## src/rtl/pc_fetch_ctrl.sv

```systemverilog
// Fetch controller: one outstanding instruction fetch, registered buffer to decode, jump/kill redirect.
// Optional trap redirect ports (priority over jump) are enabled by YSYX_22050368_TRAP_EN.
module pc_fetch_ctrl #(
  parameter int unsigned          AddrW        = 32,
  parameter logic [AddrW-1:0]     CpuResetAddr = 32'h8000_0000
) (
  input  logic             clk,
  input  logic             rst,
  input  logic             jump_flag_i,
  input  logic [AddrW-1:0] jump_addr_i,
`ifdef YSYX_22050368_TRAP_EN
  input  logic             trap_flag_i,
  input  logic [AddrW-1:0] trap_addr_i,
`endif
  input  logic             hold_i,
  output logic             ifu_req_o,
  output logic [AddrW-1:0] ifu_addr_o,
  input  logic             ifu_gnt_i,
  input  logic             ifu_rvalid_i,
  input  logic [AddrW-1:0] ifu_rdata_i,
  output logic             inst_valid_o,
  output logic [AddrW-1:0] inst_o,
  output logic [AddrW-1:0] inst_addr_o,
  input  logic             id_ready_i,
  output logic [AddrW-1:0] pc_o,
  output logic [31:0]      fetch_cnt_o
);

  typedef enum logic [1:0] {
    IDLE = 2'd0,
    REQ  = 2'd1,
    WAIT = 2'd2,
    OUT  = 2'd3
  } state_e;

  state_e           state, state_nxt;
  logic [AddrW-1:0] pc, pc_nxt;
  logic [AddrW-1:0] req_addr;
  logic [AddrW-1:0] inst_q, inst_addr_q;
  logic [31:0]      fetch_cnt;
  logic             kill, kill_nxt;
  logic             redirect;
  logic [AddrW-1:0] redirect_addr;
  logic             capture;
  logic             handshake;

`ifdef YSYX_22050368_TRAP_EN
  assign redirect      = trap_flag_i | jump_flag_i;
  assign redirect_addr = trap_flag_i ? trap_addr_i : jump_addr_i;
`else
  assign redirect      = jump_flag_i;
  assign redirect_addr = jump_addr_i;
`endif

  always_comb begin
    state_nxt = state;
    pc_nxt    = pc;
    kill_nxt  = kill;
    capture   = 1'b0;
    handshake = 1'b0;
    case (state)
      IDLE: begin
        if (redirect) pc_nxt = redirect_addr;
        if (!hold_i) state_nxt = REQ;
      end
      REQ: begin
        // The request already on the bus stays put; a redirect only marks its reply for discard.
        if (redirect) begin
          pc_nxt   = redirect_addr;
          kill_nxt = 1'b1;
        end
        if (ifu_gnt_i) state_nxt = WAIT;
      end
      WAIT: begin
        if (redirect) pc_nxt = redirect_addr;
        if (ifu_rvalid_i) begin
          if (kill || redirect) begin
            kill_nxt  = 1'b0;
            state_nxt = hold_i ? IDLE : REQ;
          end else begin
            capture   = 1'b1;
            state_nxt = OUT;
          end
        end else if (redirect) begin
          kill_nxt = 1'b1;
        end
      end
      OUT: begin
        if (redirect) begin
          pc_nxt    = redirect_addr;
          state_nxt = hold_i ? IDLE : REQ;
        end else if (id_ready_i) begin
          handshake = 1'b1;
          pc_nxt    = pc + AddrW'(4);
          state_nxt = hold_i ? IDLE : REQ;
        end
      end
      default: state_nxt = IDLE;
    endcase
  end

  always_ff @(posedge clk or posedge rst) begin
    if (rst) begin
      state       <= IDLE;
      pc          <= CpuResetAddr;
      req_addr    <= CpuResetAddr;
      inst_q      <= '0;
      inst_addr_q <= '0;
      fetch_cnt   <= '0;
      kill        <= 1'b0;
    end else begin
      state <= state_nxt;
      pc    <= pc_nxt;
      kill  <= kill_nxt;
      // Fetch address is frozen on entry to REQ so later redirects cannot disturb it.
      if (state_nxt == REQ && state != REQ) req_addr <= pc_nxt;
      if (capture) begin
        inst_q      <= ifu_rdata_i;
        inst_addr_q <= req_addr;
      end
      if (handshake) fetch_cnt <= fetch_cnt + 32'd1;
    end
  end

  assign ifu_req_o    = (state == REQ);
  assign ifu_addr_o   = req_addr;
  assign inst_valid_o = (state == OUT) && !redirect;
  assign inst_o       = inst_q;
  assign inst_addr_o  = inst_addr_q;
  assign pc_o         = pc;
  assign fetch_cnt_o  = fetch_cnt;

endmodule

```

## config.mk

```make
export PLATFORM = sky130hd
export DESIGN_NAME = pc_fetch_ctrl
export DESIGN_NICKNAME = d
export VERILOG_FILES = /design/src/rtl/pc_fetch_ctrl.sv
export SDC_FILE = /design/constraint.sdc
export NUM_CORES = 1
export LEC_CHECK = 0
export BUFFER_PORTS_ARGS = -buffer_cell sky130_fd_sc_hd__buf_2
export CAP_MARGIN = 40
export CORE_MARGIN = 5
export CORE_UTILIZATION = 50
export CTS_CLUSTER_SIZE = 40
export DETAILED_ROUTE_END_ITERATION = 16
export HOLD_SLACK_MARGIN = 0.02
export PLACE_DENSITY = 0.91
export SLEW_MARGIN = 20
export SYNTH_ARGS = -nofsm -noshare
export SYNTH_HDL_FRONTEND = slang
export SYNTH_SLANG_ARGS = --single-unit
```

## constraint.sdc

```tcl
create_clock -name clk -period 8.5 [get_ports clk]
set_input_delay 1.7 -clock clk [delete_from_list [all_inputs] [get_ports clk]]
set_output_delay 1.7 -clock clk [all_outputs]
set_load 0.02 [all_outputs]
```

# ---- After elaboration in Yosys (flattened, before gate mapping)
# Cells that the tools add are included.
# W data, S select, Z words.
dict set report op_classes {
  n_addsub 2
  eq_ne 6
  muxes 22
  reduce_logical 8
}
# operator count
set ops {}
lappend ops {{$mux W32} 3}
lappend ops {{$pmux W32 S2} 1}
lappend ops {{$add A32 B1 Y32 const B} 1}
lappend ops {{$add A32 B3 Y32 const B} 1}
lappend ops {{$mux W2} 6}
lappend ops {{$mux W1} 10}
lappend ops {{$pmux W2 S4} 1}
lappend ops {{$eq A2 B1 Y1 const B} 2}
lappend ops {{$eq A2 B2 Y1 const B} 2}
lappend ops {{$ne A3 B3 Y1 const B} 1}
lappend ops {{$reduce_or A3 Y1} 1}
lappend ops {{$logic_and A1 B1 Y1} 2}
lappend ops {{$logic_not A2 Y1} 1}
lappend ops {{$ne A2 B1 Y1 const B} 1}
lappend ops {{$pmux W1 S2} 1}
lappend ops {{$reduce_and A2 Y1} 1}
lappend ops {{$reduce_bool A2 Y1} 1}
lappend ops {{$logic_not A1 Y1} 1}
lappend ops {{$logic_or A1 B1 Y1} 1}
dict set report totals {
  register_bits 163
  in_bits 71
  wordCells 45
}

# ---- Depth between registers and ports, before layout
dict set report depth {
  depth_word 6
  mapped_depth 8
  depth_no_buf 7
}

# ---- Worst setup path after synthesis
# Ideal clock, no wire load.
dict set report synth_timing {
  path_kind {input port to output port}
  start {input port jump_flag_i}
  end {output port inst_valid_o}
  t_arrival_ps 2058
  setup_slack_ps 4742
  cell_stages 1
  path_buffers 0
  path_cell_list {nor2b_1}
}
dict set report synth_via {
  elab_chain_len 2
}
# element line
set synth_rtl {}
lappend synth_rtl {{start, declared} 9} ;# input logic jump_flag_i,
lappend synth_rtl {{$logic_not A1 Y1} 127} ;# assign inst_valid_o = (state == OUT) && !redirect;
lappend synth_rtl {{$logic_and A1 B1 Y1} 127}
lappend synth_rtl {{end, declared} 21} ;# output logic inst_valid_o,
# Every way passes these cells.

# ---- Final worst setup path
# Same ends and word-level chain as after synthesis.

==> flow_metrics.tcl <==
set metrics [dict create \
    path_class "in -> out" \
    core_area_um2 13700 \
    synth_nets 602 \
    drt_first_pass_iters 4 \
    grt_pass1_vias 5160 \
    yosysWarnings 0 \
    power_frac_clock_pct 29.3 \
    place_ws_ns 4.51 \
    portBuffers 232 \
    status "completed" \
    synth_mux_area_share_pct 20.8 \
    antenna_found_initial 0 \
    drt.antenna.violating_nets 0 \
    area_growth_pct 29.9 \
    placed_area_um2 8360 \
    clock_latency_ns 0.42 \
    cts_buffers 17 \
    ios 233 \
    synth_top_area_share_pct 58.1 \
    setup_viol 0 \
    setup.worst_path.start_class "input pin" \
    cp_cell_sequence "buf_2 > nor2b_1 > buf_2" \
    seq_power_share_pct 40.2 \
    chipHeight_um 128 \
    max-vdd-ir-drop_mv 0.199 \
    synth-edff-count 0 \
    yosys.area_share.simple_pct 9.70 \
    synth_top_cell_by_area "dfrtp_1" \
    htree_levels 4 \
    critPathRequiredTime_ns 6.80 \
    synth-compound-area-share_pct 3.21 \
    slew_headroom_pct 45.5 \
    hold_viol 0 \
    min_path_type "reg -> reg" \
    worst_path_max_delay_cell "nor2b_1" \
    max_freq_mhz 249 \
    drt_iter0_drc 241 \
    clockBufferDepth 2 \
    path_common_cell "buf_2" \
    wl_mm 17.0 \
    diodes 0 \
    cts_root_buf "clkbuf_16" \
    rows 43 \
    p_comb_share_pct 30.6 \
    place_congestion 0.818 \
    drc 0 \
    setup_tns_ns 0 \
    post-route-util_pct 65.7 \
    power.switching_uw 936 \
    synth_top_family_by_area "multiplexers" \
    internal_power_mw 1.80 \
    power.total_mw 2.74 \
    setup.worst_path.end_class "primary output" \
    fp.dieW_um 128 \
    cts.sinks 163 \
    initial_core_util_pct 50.6 \
    grt.overflow.total 0 \
    leakagePower_nw 4.77 \
    drive_gt1_share_pct 44.7 \
    cts_resized 0 \
    ys.flop_type "dfrtp_1" \
    ys_ff_latch 163 \
    fin_ws_ns 4.49 \
    avgRoutedWirePerCell_um 17.8 \
    fin_crit_sh_pct 47.2 \
    drv_cap 0 \
    rsz0062_at_grt "no" \
    worst_ep_arrival_time_ns 2.31 \
    drv_slew 0 \
    fin_area_um2 9010 \
    ys_top_cells_by_area "dfrtp_1, mux2_2, mux2_1" \
    power.density_nw_per_um2 304 \
    hold_buffers 0 \
    min_period_ns 4.01 \
    die-area_um2 16300 \
    dp_hpwl_mm 12.8 \
    max_stage_delay_ns 0.21 \
    syn_avg_cell_area_um2 13.2 \
    syn_inst 525 \
    dr_total_vias 5112 \
    avgViaCountPerCell 5.34 \
    stdcell_count 957 \
    numPlacedInstances 925 \
    synth_xor_area_share_pct 4.54 \
    grt_usage_pct 21.1 \
    worst_slew_pin_slew_ns 0.814 \
    grt_pass1_wl_mm 27.0 \
    whs_ns 0.475 \
    async_reset_ff_share_pct 100 \
    critPathMaxFanout 11 \
    p_sw_share_pct 34.2 \
    synth_cell_types 41 \
    cts_setup_buffers 0 \
    synth_seq_area_share_pct 58.8 \
    synth_area_um2 6940 \
    skew_ns 0.00883 \
    grt_max_degree 67 \
    layout.nets 842 \
    cts_tree "built" \
    clk_pin_slew_worst_paths_ns 0.06 \
    synthAdderAreaFrac_pct 1.08 \
]
path summary, 6_finish.rpt:
kind	cells after the start	slack, ns	to	startpoint
min reg2reg	1	0.47	fetch_cnt_o[31]$_DFFE_PP0P_	fetch_cnt_o[31]$_DFFE_PP0P_
max	3	4.49	inst_valid_o	jump_flag_i
max reg2reg	7	5.78	ifu_addr_o[30]$_DFFE_PP0P_	state[0]$_DFF_PP0_
min in group asynchronous	2	1.30	inst_o[24]$_DFFE_PP0P_	rst
min	1	0.47	fetch_cnt_o[31]$_DFFE_PP0P_	fetch_cnt_o[31]$_DFFE_PP0P_
max in group asynchronous	4	6.32	inst_addr_o[19]$_DFFE_PP0P_	rst
logic make-up (layout without fill, tap and decap cells):
group	count (synthesis)	after routing
buffers and inverters	30	282
flip-flops	163	163
adder cells (fa/ha/maj)	6	6
AND/OR/NAND/NOR	124	124
AO/OA/AOI/OAI	34	34
XOR/XNOR	36	36
multiplexers	132	132
flip-flops by register name, indices dropped and copies added, names as in the netlist:
signal,cells
fetch_cnt_o,32
ifu_addr_o,32
inst_addr_o,32
inst_o,32
pc_o,32
state,2
kill,1
layout by cell type, fill, tap and decap left out, types with 2 or more instances in the layout:
cell type / netlist / final
buf_2: 2 / 234
dfrtp_1: 161 / 161
mux2_2: 69 / 69
mux2i_1: 33 / 33
mux2_1: 30 / 30
nand2_1: 25 / 25
xnor2_1: 24 / 24
nand3_1: 23 / 23
clkbuf_16: 0 / 17
nand4_1: 16 / 16
nor2_1: 13 / 13
and3_1: 13 / 13
xor2_1: 12 / 12
inv_1: 11 / 10
o21ai_0: 8 / 8
a21oi_1: 7 / 7
a31oi_1: 7 / 7
nor3_1: 8 / 7
ha_1: 6 / 6
nor2b_1: 5 / 5
and2_1: 5 / 5
and4_1: 4 / 4
clkinv_4: 0 / 4
bufinv_16: 0 / 4
a221oi_1: 3 / 3
nor4_1: 3 / 3
clkinv_2: 0 / 3
buf_16: 0 / 3
a211oi_1: 2 / 2
nand4b_1: 2 / 2
o31ai_1: 2 / 2
or4_1: 2 / 2
clkinvlp_4: 0 / 2
dfstp_2: 2 / 2
buf_4: 3 / 2
synthesized netlist by cell type (8+ instances only):
| master | instances |
|---|---|
| dfrtp_1 | 161 |
| mux2_2 | 69 |
| mux2i_1 | 33 |
| mux2_1 | 30 |
| nand2_1 | 25 |
| xnor2_1 | 24 |
| nand3_1 | 23 |
| nand4_1 | 16 |
| and3_1 | 13 |
| clkbuf_1 | 13 |
| nor2_1 | 13 |
| xor2_1 | 12 |
| inv_1 | 11 |
| nor3_1 | 8 |
| o21ai_0 | 8 |
layer usage:
metal / up-vias / global-route usage (%) / part of all wire, %
li1: 2367 / - / -
met2: 188 / 34.7 / 49
met1: 2538 / 25.6 / 40
met4: 0 / 6.55 / 1.3
met3: 19 / 8.29 / 9.3
met5: - / 0 / 0
power groups by stage:
stage	registers, mW	logic [mW]	clock network [mW]
after global placement	1.10	0.823	0
after detailed placement	1.11	0.848	0
after floorplan	1.31	0.334	0
final	1.10	0.837	0.802
after global routing	1.12	0.903	0.854
after CTS	1.10	0.850	0.818
worst max-delay path, delay by kind of cell:
family,cells,cell delay [ns]
buffers and inverters,2,0.40
AND/OR/NAND/NOR,1,0.21
layout make-up:
class / instances / area (µm²)
tap: 180 / 225
clock buffer: 18 / 439
fill: 1035 / 4710
sequential: 163 / 4080
timing repair buffer: 240 / 1290
clock inverter: 13 / 185
inverter: 11 / 46.3
multi-input combinational: 332 / 2750
No activity file was read; power rests on OpenSTA's default activity.
